$ cat config.mk
export PLATFORM = sky130hd
export DESIGN_NAME = axi4_lite_cmd_master_flat
export DESIGN_NICKNAME = d
export VERILOG_FILES = /design/src/rtl/axi4_lite_cmd_master_if.sv /design/src/rtl/axi4_lite_cmd_master.sv /design/src/flat_wrapper.sv
export SDC_FILE = /design/constraint.sdc
export NUM_CORES = 1
export LEC_CHECK = 0
export BUFFER_PORTS_ARGS = -buffer_cell sky130_fd_sc_hd__buf_4
export CAP_MARGIN = 20
export CORE_AREA = 8 8 152 97
export DETAILED_ROUTE_END_ITERATION = 7
export DIE_AREA = 0 0 160 105
export GPL_TIMING_DRIVEN = 0
export MAX_ROUTING_LAYER = met4
export PLACE_DENSITY = 0.8
export SYNTH_ARGS = -nofsm -noshare
export SYNTH_HDL_FRONTEND = slang
export SYNTH_SLANG_ARGS = --single-unit
export TNS_END_PERCENT = 30
$ cat constraint.sdc
create_clock -name i_clk -period 1.9 [get_ports i_clk]
set_input_delay 0.095 -clock i_clk [delete_from_list [all_inputs] [get_ports i_clk]]
set_output_delay 0.095 -clock i_clk [all_outputs]
set_load 0.005 [all_outputs]
$ cat src/rtl/axi4_lite_cmd_master_if.sv
// axi4_lite_if: AXI4-Lite bus bundle with master and slave views.
// Widths are parameters and must match the master using it.
interface axi4_lite_if #(
  parameter int ADDR_BIT_WIDTH = 32,
  parameter int DATA_BIT_WIDTH = 32
) ();
  logic [ADDR_BIT_WIDTH-1:0]   awaddr;
  logic [2:0]                  awprot;
  logic                        awvalid;
  logic                        awready;
  logic [DATA_BIT_WIDTH-1:0]   wdata;
  logic [DATA_BIT_WIDTH/8-1:0] wstrb;
  logic                        wvalid;
  logic                        wready;
  logic [1:0]                  bresp;
  logic                        bvalid;
  logic                        bready;
  logic [ADDR_BIT_WIDTH-1:0]   araddr;
  logic [2:0]                  arprot;
  logic                        arvalid;
  logic                        arready;
  logic [DATA_BIT_WIDTH-1:0]   rdata;
  logic [1:0]                  rresp;
  logic                        rvalid;
  logic                        rready;

  modport master (
    output awaddr, awprot, awvalid,
    input  awready,
    output wdata, wstrb, wvalid,
    input  wready,
    input  bresp, bvalid,
    output bready,
    output araddr, arprot, arvalid,
    input  arready,
    input  rdata, rresp, rvalid,
    output rready
  );

  modport slave (
    input  awaddr, awprot, awvalid,
    output awready,
    input  wdata, wstrb, wvalid,
    output wready,
    output bresp, bvalid,
    input  bready,
    input  araddr, arprot, arvalid,
    output arready,
    output rdata, rresp, rvalid,
    input  rready
  );
endinterface

$ cat src/rtl/axi4_lite_cmd_master.sv
// axi4_lite_cmd_master: valid/ready command stream to single AXI4-Lite beats.
// Optional AXI4_LITE_CMD_MASTER_ALIGN_CHECK_EN: misaligned cmds get SLVERR.
module axi4_lite_cmd_master #(
  parameter int ADDR_BIT_WIDTH    = 32,
  parameter int DATA_BIT_WIDTH    = 32,
  parameter int ERR_CNT_BIT_WIDTH = 16
) (
  input  logic                         i_clk,
  input  logic                         i_async_rst_n,
  input  logic                         i_cmd_valid,
  output logic                         o_cmd_ready,
  input  logic                         i_cmd_we,
  input  logic [ADDR_BIT_WIDTH-1:0]    i_cmd_addr,
  input  logic [DATA_BIT_WIDTH-1:0]    i_cmd_wdata,
  input  logic [DATA_BIT_WIDTH/8-1:0]  i_cmd_wstrb,
  output logic                         o_rsp_valid,
  input  logic                         i_rsp_ready,
  output logic                         o_rsp_we,
  output logic [DATA_BIT_WIDTH-1:0]    o_rsp_rdata,
  output logic [1:0]                   o_rsp_resp,
  output logic                         o_busy,
  output logic [ERR_CNT_BIT_WIDTH-1:0] o_err_cnt,
  axi4_lite_if.master                  if_m_axi4_lite
);

  localparam int STRB_W = DATA_BIT_WIDTH / 8;

  localparam logic [2:0] S_IDLE    = 3'd0;
  localparam logic [2:0] S_WR      = 3'd1;
  localparam logic [2:0] S_WR_RESP = 3'd2;
  localparam logic [2:0] S_RD_ADDR = 3'd3;
  localparam logic [2:0] S_RD_DATA = 3'd4;
  localparam logic [2:0] S_RSP     = 3'd5;

  logic [2:0] state_q, state_d;
  logic       aw_done_q, aw_done_d;
  logic       w_done_q, w_done_d;
  logic       awvalid_q, awvalid_d;
  logic       wvalid_q, wvalid_d;
  logic       arvalid_q, arvalid_d;
  logic       bready_q, bready_d;
  logic       rready_q, rready_d;

  logic [ADDR_BIT_WIDTH-1:0] addr_q, addr_d;
  logic [DATA_BIT_WIDTH-1:0] wdata_q, wdata_d;
  logic [STRB_W-1:0]         wstrb_q, wstrb_d;

  logic                         rsp_valid_q, rsp_valid_d;
  logic                         rsp_we_q, rsp_we_d;
  logic [DATA_BIT_WIDTH-1:0]    rsp_rdata_q, rsp_rdata_d;
  logic [1:0]                   rsp_resp_q, rsp_resp_d;
  logic [ERR_CNT_BIT_WIDTH-1:0] err_cnt_q, err_cnt_d;

  logic aw_hs;
  logic w_hs;
  logic err_hit;
  logic misalign;

`ifdef AXI4_LITE_CMD_MASTER_ALIGN_CHECK_EN
  localparam int LSB_W = $clog2(STRB_W);
  assign misalign = |i_cmd_addr[LSB_W-1:0];
`else
  assign misalign = 1'b0;
`endif

  assign aw_hs = awvalid_q & if_m_axi4_lite.awready;
  assign w_hs  = wvalid_q & if_m_axi4_lite.wready;

  // Next-state and datapath decode for the single-outstanding FSM.
  always_comb begin
    state_d     = state_q;
    aw_done_d   = aw_done_q;
    w_done_d    = w_done_q;
    awvalid_d   = awvalid_q;
    wvalid_d    = wvalid_q;
    arvalid_d   = arvalid_q;
    bready_d    = bready_q;
    rready_d    = rready_q;
    addr_d      = addr_q;
    wdata_d     = wdata_q;
    wstrb_d     = wstrb_q;
    rsp_valid_d = rsp_valid_q;
    rsp_we_d    = rsp_we_q;
    rsp_rdata_d = rsp_rdata_q;
    rsp_resp_d  = rsp_resp_q;
    err_cnt_d   = err_cnt_q;
    err_hit     = 1'b0;
    unique case (state_q)
      S_IDLE: begin
        if (i_cmd_valid) begin
          addr_d  = i_cmd_addr;
          wdata_d = i_cmd_wdata;
          wstrb_d = i_cmd_wstrb;
          if (misalign) begin
            state_d     = S_RSP;
            rsp_valid_d = 1'b1;
            rsp_we_d    = i_cmd_we;
            rsp_rdata_d = '0;
            rsp_resp_d  = 2'b10;
            err_hit     = 1'b1;
          end else if (i_cmd_we) begin
            state_d   = S_WR;
            awvalid_d = 1'b1;
            wvalid_d  = 1'b1;
            aw_done_d = 1'b0;
            w_done_d  = 1'b0;
          end else begin
            state_d   = S_RD_ADDR;
            arvalid_d = 1'b1;
          end
        end
      end
      S_WR: begin
        if (aw_hs) awvalid_d = 1'b0;
        if (w_hs)  wvalid_d  = 1'b0;
        aw_done_d = aw_done_q | aw_hs;
        w_done_d  = w_done_q | w_hs;
        if (aw_done_d && w_done_d) begin
          state_d   = S_WR_RESP;
          bready_d  = 1'b1;
          aw_done_d = 1'b0;
          w_done_d  = 1'b0;
        end
      end
      S_WR_RESP: begin
        if (if_m_axi4_lite.bvalid && bready_q) begin
          state_d     = S_RSP;
          bready_d    = 1'b0;
          rsp_valid_d = 1'b1;
          rsp_we_d    = 1'b1;
          rsp_rdata_d = '0;
          rsp_resp_d  = if_m_axi4_lite.bresp;
          err_hit     = |if_m_axi4_lite.bresp;
        end
      end
      S_RD_ADDR: begin
        if (arvalid_q && if_m_axi4_lite.arready) begin
          state_d   = S_RD_DATA;
          arvalid_d = 1'b0;
          rready_d  = 1'b1;
        end
      end
      S_RD_DATA: begin
        if (if_m_axi4_lite.rvalid && rready_q) begin
          state_d     = S_RSP;
          rready_d    = 1'b0;
          rsp_valid_d = 1'b1;
          rsp_we_d    = 1'b0;
          rsp_rdata_d = if_m_axi4_lite.rdata;
          rsp_resp_d  = if_m_axi4_lite.rresp;
          err_hit     = |if_m_axi4_lite.rresp;
        end
      end
      S_RSP: begin
        if (i_rsp_ready) begin
          state_d     = S_IDLE;
          rsp_valid_d = 1'b0;
        end
      end
      default: state_d = S_IDLE;
    endcase
    if (err_hit && (err_cnt_q != '1)) begin
      err_cnt_d = err_cnt_q + ERR_CNT_BIT_WIDTH'(1);
    end
  end

  // State and registered outputs; reset aborts any transaction.
  always_ff @(posedge i_clk or negedge i_async_rst_n) begin
    if (!i_async_rst_n) begin
      state_q     <= S_IDLE;
      aw_done_q   <= 1'b0;
      w_done_q    <= 1'b0;
      awvalid_q   <= 1'b0;
      wvalid_q    <= 1'b0;
      arvalid_q   <= 1'b0;
      bready_q    <= 1'b0;
      rready_q    <= 1'b0;
      addr_q      <= '0;
      wdata_q     <= '0;
      wstrb_q     <= '0;
      rsp_valid_q <= 1'b0;
      rsp_we_q    <= 1'b0;
      rsp_rdata_q <= '0;
      rsp_resp_q  <= 2'b00;
      err_cnt_q   <= '0;
    end else begin
      state_q     <= state_d;
      aw_done_q   <= aw_done_d;
      w_done_q    <= w_done_d;
      awvalid_q   <= awvalid_d;
      wvalid_q    <= wvalid_d;
      arvalid_q   <= arvalid_d;
      bready_q    <= bready_d;
      rready_q    <= rready_d;
      addr_q      <= addr_d;
      wdata_q     <= wdata_d;
      wstrb_q     <= wstrb_d;
      rsp_valid_q <= rsp_valid_d;
      rsp_we_q    <= rsp_we_d;
      rsp_rdata_q <= rsp_rdata_d;
      rsp_resp_q  <= rsp_resp_d;
      err_cnt_q   <= err_cnt_d;
    end
  end

  assign o_cmd_ready = (state_q == S_IDLE);
  assign o_busy      = (state_q != S_IDLE);
  assign o_rsp_valid = rsp_valid_q;
  assign o_rsp_we    = rsp_we_q;
  assign o_rsp_rdata = rsp_rdata_q;
  assign o_rsp_resp  = rsp_resp_q;
  assign o_err_cnt   = err_cnt_q;

  assign if_m_axi4_lite.awaddr  = addr_q;
  assign if_m_axi4_lite.awprot  = 3'b000;
  assign if_m_axi4_lite.awvalid = awvalid_q;
  assign if_m_axi4_lite.wdata   = wdata_q;
  assign if_m_axi4_lite.wstrb   = wstrb_q;
  assign if_m_axi4_lite.wvalid  = wvalid_q;
  assign if_m_axi4_lite.bready  = bready_q;
  assign if_m_axi4_lite.araddr  = addr_q;
  assign if_m_axi4_lite.arprot  = 3'b000;
  assign if_m_axi4_lite.arvalid = arvalid_q;
  assign if_m_axi4_lite.rready  = rready_q;

endmodule

$ cat src/flat_wrapper.sv
// flat-port wrapper written by rule: the top's interface ports become plain ports
module axi4_lite_cmd_master_flat 
#(
  parameter int ADDR_BIT_WIDTH    = 32,
  parameter int DATA_BIT_WIDTH    = 32,
  parameter int ERR_CNT_BIT_WIDTH = 16
)
  (i_clk, i_async_rst_n, i_cmd_valid, o_cmd_ready, i_cmd_we, i_cmd_addr, i_cmd_wdata, i_cmd_wstrb, o_rsp_valid, i_rsp_ready, o_rsp_we, o_rsp_rdata, o_rsp_resp, o_busy, o_err_cnt, if_m_axi4_lite_awaddr, if_m_axi4_lite_awprot, if_m_axi4_lite_awvalid, if_m_axi4_lite_awready, if_m_axi4_lite_wdata, if_m_axi4_lite_wstrb, if_m_axi4_lite_wvalid, if_m_axi4_lite_wready, if_m_axi4_lite_bresp, if_m_axi4_lite_bvalid, if_m_axi4_lite_bready, if_m_axi4_lite_araddr, if_m_axi4_lite_arprot, if_m_axi4_lite_arvalid, if_m_axi4_lite_arready, if_m_axi4_lite_rdata, if_m_axi4_lite_rresp, if_m_axi4_lite_rvalid, if_m_axi4_lite_rready);
  axi4_lite_if #(.ADDR_BIT_WIDTH(ADDR_BIT_WIDTH), .DATA_BIT_WIDTH(DATA_BIT_WIDTH)) if_m_axi4_lite_i ();
  input  logic i_clk;
  input  logic i_async_rst_n;
  input  logic i_cmd_valid;
  output logic o_cmd_ready;
  input  logic i_cmd_we;
  input  logic [ADDR_BIT_WIDTH-1:0] i_cmd_addr;
  input  logic [DATA_BIT_WIDTH-1:0] i_cmd_wdata;
  input  logic [DATA_BIT_WIDTH/8-1:0] i_cmd_wstrb;
  output logic o_rsp_valid;
  input  logic i_rsp_ready;
  output logic o_rsp_we;
  output logic [DATA_BIT_WIDTH-1:0] o_rsp_rdata;
  output logic [1:0] o_rsp_resp;
  output logic o_busy;
  output logic [ERR_CNT_BIT_WIDTH-1:0] o_err_cnt;
  output wire logic [$bits(if_m_axi4_lite_i.awaddr)-1:0] if_m_axi4_lite_awaddr;
  output wire logic [$bits(if_m_axi4_lite_i.awprot)-1:0] if_m_axi4_lite_awprot;
  output wire logic [$bits(if_m_axi4_lite_i.awvalid)-1:0] if_m_axi4_lite_awvalid;
  input wire logic [$bits(if_m_axi4_lite_i.awready)-1:0] if_m_axi4_lite_awready;
  output wire logic [$bits(if_m_axi4_lite_i.wdata)-1:0] if_m_axi4_lite_wdata;
  output wire logic [$bits(if_m_axi4_lite_i.wstrb)-1:0] if_m_axi4_lite_wstrb;
  output wire logic [$bits(if_m_axi4_lite_i.wvalid)-1:0] if_m_axi4_lite_wvalid;
  input wire logic [$bits(if_m_axi4_lite_i.wready)-1:0] if_m_axi4_lite_wready;
  input wire logic [$bits(if_m_axi4_lite_i.bresp)-1:0] if_m_axi4_lite_bresp;
  input wire logic [$bits(if_m_axi4_lite_i.bvalid)-1:0] if_m_axi4_lite_bvalid;
  output wire logic [$bits(if_m_axi4_lite_i.bready)-1:0] if_m_axi4_lite_bready;
  output wire logic [$bits(if_m_axi4_lite_i.araddr)-1:0] if_m_axi4_lite_araddr;
  output wire logic [$bits(if_m_axi4_lite_i.arprot)-1:0] if_m_axi4_lite_arprot;
  output wire logic [$bits(if_m_axi4_lite_i.arvalid)-1:0] if_m_axi4_lite_arvalid;
  input wire logic [$bits(if_m_axi4_lite_i.arready)-1:0] if_m_axi4_lite_arready;
  input wire logic [$bits(if_m_axi4_lite_i.rdata)-1:0] if_m_axi4_lite_rdata;
  input wire logic [$bits(if_m_axi4_lite_i.rresp)-1:0] if_m_axi4_lite_rresp;
  input wire logic [$bits(if_m_axi4_lite_i.rvalid)-1:0] if_m_axi4_lite_rvalid;
  output wire logic [$bits(if_m_axi4_lite_i.rready)-1:0] if_m_axi4_lite_rready;
  assign if_m_axi4_lite_awaddr = if_m_axi4_lite_i.awaddr;
  assign if_m_axi4_lite_awprot = if_m_axi4_lite_i.awprot;
  assign if_m_axi4_lite_awvalid = if_m_axi4_lite_i.awvalid;
  assign if_m_axi4_lite_i.awready = if_m_axi4_lite_awready;
  assign if_m_axi4_lite_wdata = if_m_axi4_lite_i.wdata;
  assign if_m_axi4_lite_wstrb = if_m_axi4_lite_i.wstrb;
  assign if_m_axi4_lite_wvalid = if_m_axi4_lite_i.wvalid;
  assign if_m_axi4_lite_i.wready = if_m_axi4_lite_wready;
  assign if_m_axi4_lite_i.bresp = if_m_axi4_lite_bresp;
  assign if_m_axi4_lite_i.bvalid = if_m_axi4_lite_bvalid;
  assign if_m_axi4_lite_bready = if_m_axi4_lite_i.bready;
  assign if_m_axi4_lite_araddr = if_m_axi4_lite_i.araddr;
  assign if_m_axi4_lite_arprot = if_m_axi4_lite_i.arprot;
  assign if_m_axi4_lite_arvalid = if_m_axi4_lite_i.arvalid;
  assign if_m_axi4_lite_i.arready = if_m_axi4_lite_arready;
  assign if_m_axi4_lite_i.rdata = if_m_axi4_lite_rdata;
  assign if_m_axi4_lite_i.rresp = if_m_axi4_lite_rresp;
  assign if_m_axi4_lite_i.rvalid = if_m_axi4_lite_rvalid;
  assign if_m_axi4_lite_rready = if_m_axi4_lite_i.rready;
  axi4_lite_cmd_master #(.ADDR_BIT_WIDTH(ADDR_BIT_WIDTH), .DATA_BIT_WIDTH(DATA_BIT_WIDTH), .ERR_CNT_BIT_WIDTH(ERR_CNT_BIT_WIDTH)) u_core (.i_clk(i_clk), .i_async_rst_n(i_async_rst_n), .i_cmd_valid(i_cmd_valid), .o_cmd_ready(o_cmd_ready), .i_cmd_we(i_cmd_we), .i_cmd_addr(i_cmd_addr), .i_cmd_wdata(i_cmd_wdata), .i_cmd_wstrb(i_cmd_wstrb), .o_rsp_valid(o_rsp_valid), .i_rsp_ready(i_rsp_ready), .o_rsp_we(o_rsp_we), .o_rsp_rdata(o_rsp_rdata), .o_rsp_resp(o_rsp_resp), .o_busy(o_busy), .o_err_cnt(o_err_cnt), .if_m_axi4_lite(if_m_axi4_lite_i));
endmodule
After elaboration in Yosys (flattened, before gate mapping)

Cells that the tools add are included.

Register bits after elaboration: 130
Input bits: 114

Equality and inequality tests: 16
Reduce and logical (&&, ||, !) cells: 25
Add/subtract/negate cells: 1
Mux-type cells: 44
Bitwise gates (word level): 4

Operators by type and width:

| cell                                                 | count |
|---|---|
| two-way mux 32 bit                                   | 2 |
| one-hot mux 32 bit (2 select lines)                  | 1 |
| two-way mux 1 bit                                    | 20 |
| two-way mux 3 bit                                    | 6 |
| one-hot mux 1 bit (2 select lines)                   | 9 |
| one-hot mux 3 bit (6 select lines)                   | 1 |
| adder 16 x 1 -> 16 bit (second input constant)       | 1 |
| != test 16 bit (second input constant)               | 1 |
| AND reduction 4 bit                                  | 4 |
| != test 2 x 1 -> 1 bit (second input constant)       | 7 |
| AND reduction 3 bit                                  | 4 |
| nonzero test 2 bit                                   | 5 |
| equality test 3 x 2 -> 1 bit (second input constant) | 2 |
| equality test 3 bit (second input constant)          | 2 |
| two-way mux 2 bit                                    | 3 |
| != test 2 bit (second input constant)                | 3 |
| AND reduction 6 bit                                  | 1 |
| nonzero test 3 bit                                   | 2 |
| logical AND 1 bit                                    | 5 |
| one-hot mux 2 bit (2 select lines)                   | 1 |
| OR reduction 2 bit                                   | 2 |
| equality test 3 x 1 -> 1 bit (second input constant) | 1 |
| zero test 3 bit                                      | 1 |
| one-hot mux 1 bit (3 select lines)                   | 1 |
| 3 further kinds                                      | 5 |

Logic depth before layout (Yosys ltp)

Depth in word-level cells: 5
Gate-level depth with buffers: 7

Worst setup path after synthesis

Ideal clock, no wire load.

Path type: reg-to-reg
From: register u_core.state_q[1]
To: register u_core.addr_q[10] (netlist: u_core.if_m_axi4_lite.araddr[10])
Clock period less this slack: 1676 ps
Data required time: 1775 ps
Library setup time: 125 ps
Stages on the path, launching flop included: 7
Arrival: 1551 ps
Path slack: 224 ps
Buffers on the path: 3
Path through: dfrtp_1 -> buf_2 -> nor3_2 -> and2_1 -> buf_2 -> buf_4 -> mux2_2

Word-level cells in the longest chain between the ends: 2

Ends and longest elaborated chain:

| element                              | RTL line                    | text |
|---|---|---|
| from (decl)                          | axi4_lite_cmd_master.sv:35  | `logic [2:0] state_q, state_d;` |
| from (signal assigned)               | axi4_lite_cmd_master.sv:187 | `state_q <= state_d;` |
| zero test 3 bit                      | --                          |  |
| net o_cmd_ready                      | flat_wrapper.sv:13          | `output logic o_cmd_ready;` |
| AND reduction 2 bit (no source line) | --                          |  |
| to (signal assigned)                 | axi4_lite_cmd_master.sv:195 | `addr_q <= addr_d;` |
| to (decl)                            | axi4_lite_cmd_master.sv:44  | `logic [ADDR_BIT_WIDTH-1:0] addr_q, addr_d;` |

The timed path passes the listed nets, and every way through them passes these cells.
A chain may end at the register's enable or synchronous reset.

Worst setup path in the final report

From: register u_core.state_q[1]
To: register u_core.addr_q[24] (netlist: u_core.if_m_axi4_lite.araddr[24])

Word-level cells in the longest chain between the ends: 2

Ends and longest elaborated chain:

| element                              | RTL line                   | text |
|---|---|---|
| zero test 3 bit                      | axi4_lite_cmd_master.sv:88 | `unique case (state_q)` |
| AND reduction 2 bit (no source line) | --                         |  |

Every way passes these cells.

==> summary.md <==
| Metric | Value |
|---|---|
| GRT busiest layer | met2 |
| Inst Count DP | 919 |
| Psw | 4.54 mW |
| Number of global-route vias before repair | 5,547 |
| Mapped Area | 5590 um^2 |
| Share of layout cells above drive strength 1 | 48.8% |
| Initial antenna violation count | 1 |
| DIE HEIGHT | 105 um |
| Largest net degree at the start of global routing | 68 |
| Synth unique cells | 42 |
| Die X | 160 um |
| Reg clk slew, reported paths | 60 ps |
| Leak Pwr | 4.62 nW |
| WP data arrival | 2090 ps |
| Crit Path Category | flip-flop to flip-flop |
| Clock tree root driver cell | clkbuf_16 |
| Final Hold Viols | 0 |
| Sequential area share after synthesis | 58.2% |
| Cell taking the most area after synthesis | dfrtp_1 |
| Status | finished clean |
| Internal | 9.73 mW |
| Tmin final | 1810 ps |
| H-tree lvl count | 4 |
| Clock skew | 9.84 ps |
| Switching Share | 31.8% |
| Final setup viols | 0 |
| Number of synthesized flops with an enable pin | 0 |
| Startpoint types | flip-flop |
| Worst-Skew Late Latency | 400 ps |
| Commonest cells post-synth | dfrtp_1, nand2_1, mux2_2 |
| R2R Path Start | u_core.state_q[1] |
| TritonCTS clock tree | done |
| Synth top area share | 58.2% |
| Yosys warnings | 0 |
| Prevailing post-synth register cell | dfrtp_1 |
| WL final | 20,100 um |
| Crit path launch | u_core.state_q[1] |
| Global-route wire length before repair | 31,400 um |
| Worst Path Max Fanout | 10 |
| Routed Antenna Nets | 0 |
| Hold Path Class | input pin to flip-flop |
| Area grow syn2layout | 71.2% |
| GRT Residual Overflow | 0 |
| Post-place setup slack | -42.6 ps |
| Detailed-router iteration count before antenna repair | 4 |
| Area of the core | 12,500 um^2 |
| DRC viols | 0 |
| Final cell count without fillers | 1,053 |
| Flop pwr share | 34.0% |
| Worst VDD drop | 0.987 mV |
| DRC marker count from the first detailed-route iteration | 236 |
| Nets | 986 |
| Async S/R FF share, synth | 100% |
| Drt via density | 4.87 |
| Total CTS buffers | 17 |
| FP Rows | 32 |
| Port bufs | 272 |
| Slew Limit Fails | 0 |
| Tot GR Track Use | 24.2% |
| Gate Count Post-Synth | 471 |
| Met2 Use GR | 41.8% |
| Power Dens Cells | 1490 nW/um^2 |
| Routability cong. | 0.903 |
| CP Capture Type | flip-flop |
| Synth top area cells | dfrtp_1, mux2_2, buf_4 |
| Hold path startpoint | if_m_axi4_lite_rdata[9] |
| Top-Level Pins | 279 |
| Post-DP HPWL | 13,700 um |
| Final cycle utilization of the critical path | 95.4% |
| Die area | 16,800 um^2 |
| Max Cap Viol | 0 |
| Max frequency | 552 MHz |
| Final worst setup slack | 88.1 ps |
| Gate power share | 44.0% |
| Critical path required time | 2180 ps |
| Max_slew headroom | 58.5% |
| GR Util met1 | 27.3% |
| Most common cell in the netlist | dfrtp_1 |
| Met3 Use GR | 6.07% |
| DR vias | 5,123 |
| RSZ-0062 raised after global routing | yes |
| Clock power share | 21.9% |
| Worst slew pin tran | 622 ps |
| Starting Density | 44.7% |
| CTS Buffer Depth | 2 |
| Syn Area/Cell | 11.9 um^2 |
| Yosys reg bits | 130 |
| DR WL/cell | 19.1 um |
| Num Clock Sinks | 130 |
stage by stage:
step	setup TNS, ps	util, %	total power, mW	hold WS, ps	cell area, um^2
finish	0	76.5	14.3	6.62	9560
global route	-50.1	76.5	15.1	12.9	9560
CTS	0	76.0	14.1	3.70	9500
detailed placement	-1770	63.2	10.8	123	7890
global placement	0	62.9	10.5	311	7860
floorplan	0	-	7.32	-201	5600
cell type report:
type                    count  area (um^2)
inverters                   3         11.3
well taps                 170          213
clock inverters            10          111
repair buffers            377         3110
clock buffers              20          457
diodes                      1         2.50
multi-input cells         281         1940
plain buffers              61          459
flip-flops and latches    130         3250
fillers                   763         2930
worst max-delay path, cell delays in order, from the launching register on:
cell and delay [ps]:
dfrtp_1 420, clkbuf_4 210, nor3_4 170, and2_1 180
buf_6 170, buf_6 170, mux2_2 360
registers in the layout, summed over array words and instances, names as in the netlist:
signal	cells
u_core.o_rsp_rdata	32
u_core.o_err_cnt	16
u_core.if_m_axi4_lite.rready	1
u_core.o_rsp_valid	1
u_core.if_m_axi4_lite.araddr	32
u_core.if_m_axi4_lite.wstrb	4
u_core.if_m_axi4_lite.awvalid	1
u_core.o_rsp_we	1
u_core.aw_done_q	1
u_core.if_m_axi4_lite.bready	1
u_core.if_m_axi4_lite.arvalid	1
u_core.state_q	3
u_core.if_m_axi4_lite.wdata	32
u_core.if_m_axi4_lite.wvalid	1
u_core.w_done_q	1
u_core.o_rsp_resp	2
metal layers:
metal / routed length [um] / up-vias / share of wire (%)
li1: - / 2378 / -
met1: 8130 / 2514 / 40
met2: 10500 / 201 / 52
met3: 1140 / 30 / 5.6
met4: 317 / 0 / 1.6
met5: 0 / - / 0
final timing paths:
kind | slack, ps | cells past startpoint | to
max in group asynchronous | 890 | 3 | u_core.if_m_axi4_lite.wdata[12]
max reg2reg | 90 | 6 | u_core.if_m_axi4_lite.araddr[24]
min in group asynchronous | 250 | 2 | u_core.if_m_axi4_lite.araddr[16]
max | 90 | 6 | u_core.if_m_axi4_lite.araddr[24]
min reg2reg | 480 | 2 | u_core.o_rsp_resp[0]
min | 7 | 3 | u_core.o_rsp_rdata[9]
cells in the final DEF, fill, tap and decap left out, types with 6 or more instances in the layout:
master,instances
buf_4,310
conb_1,6
clkbuf_1,6
a22o_1,7
mux2_1,7
nand4_1,6
buf_6,11
nor2_1,11
clkbuf_16,17
a21oi_1,6
nand2_1,77
o21ai_0,37
dfrtp_1,130
mux2_2,62
and3_1,6
nand3_1,10
dlygate4sd3_1,103
xnor2_1,13
cells by family (layout without fill, tap and decap cells):
kind of cell | count (synthesis) | after routing | synth area share [%]
xor gates and xnor gates | 15 | 15 | 2.35
adders and majority gates | 1 | 1 | 0.224
buffers and inverters | 65 | 471 | 7.71
muxes | 71 | 71 | 14.3
DFF | 130 | 130 | 58.2
AOI/OAI and AO/OA | 61 | 61 | 6.56
other | 1 | 7 | 0.0671
and+or+nand+nor | 127 | 127 | 10.6
power groups by stage:
stage	logic [mW]	registers, mW	clock network (mW)
detailed placement	5.92	4.84	0
floorplan	2.54	4.78	0
global route	6.77	5.00	3.30
global placement	5.75	4.73	0
CTS	6.13	4.80	3.19
finish	6.28	4.86	3.13
timing repair:
| item | 4_1_cts | 5_1_grt |
|---|---|---|
| setup endpoints to repair | 72 | 109 |
| gates resized for setup | 4 | 17 |
| hold buffers | 103 | 0 |
| buffers inserted | 0 | 1 |
| hold endpoints to repair | 167 | 0 |
| pin swaps | 0 | 1 |
Power figures use the tool's default switching activity.
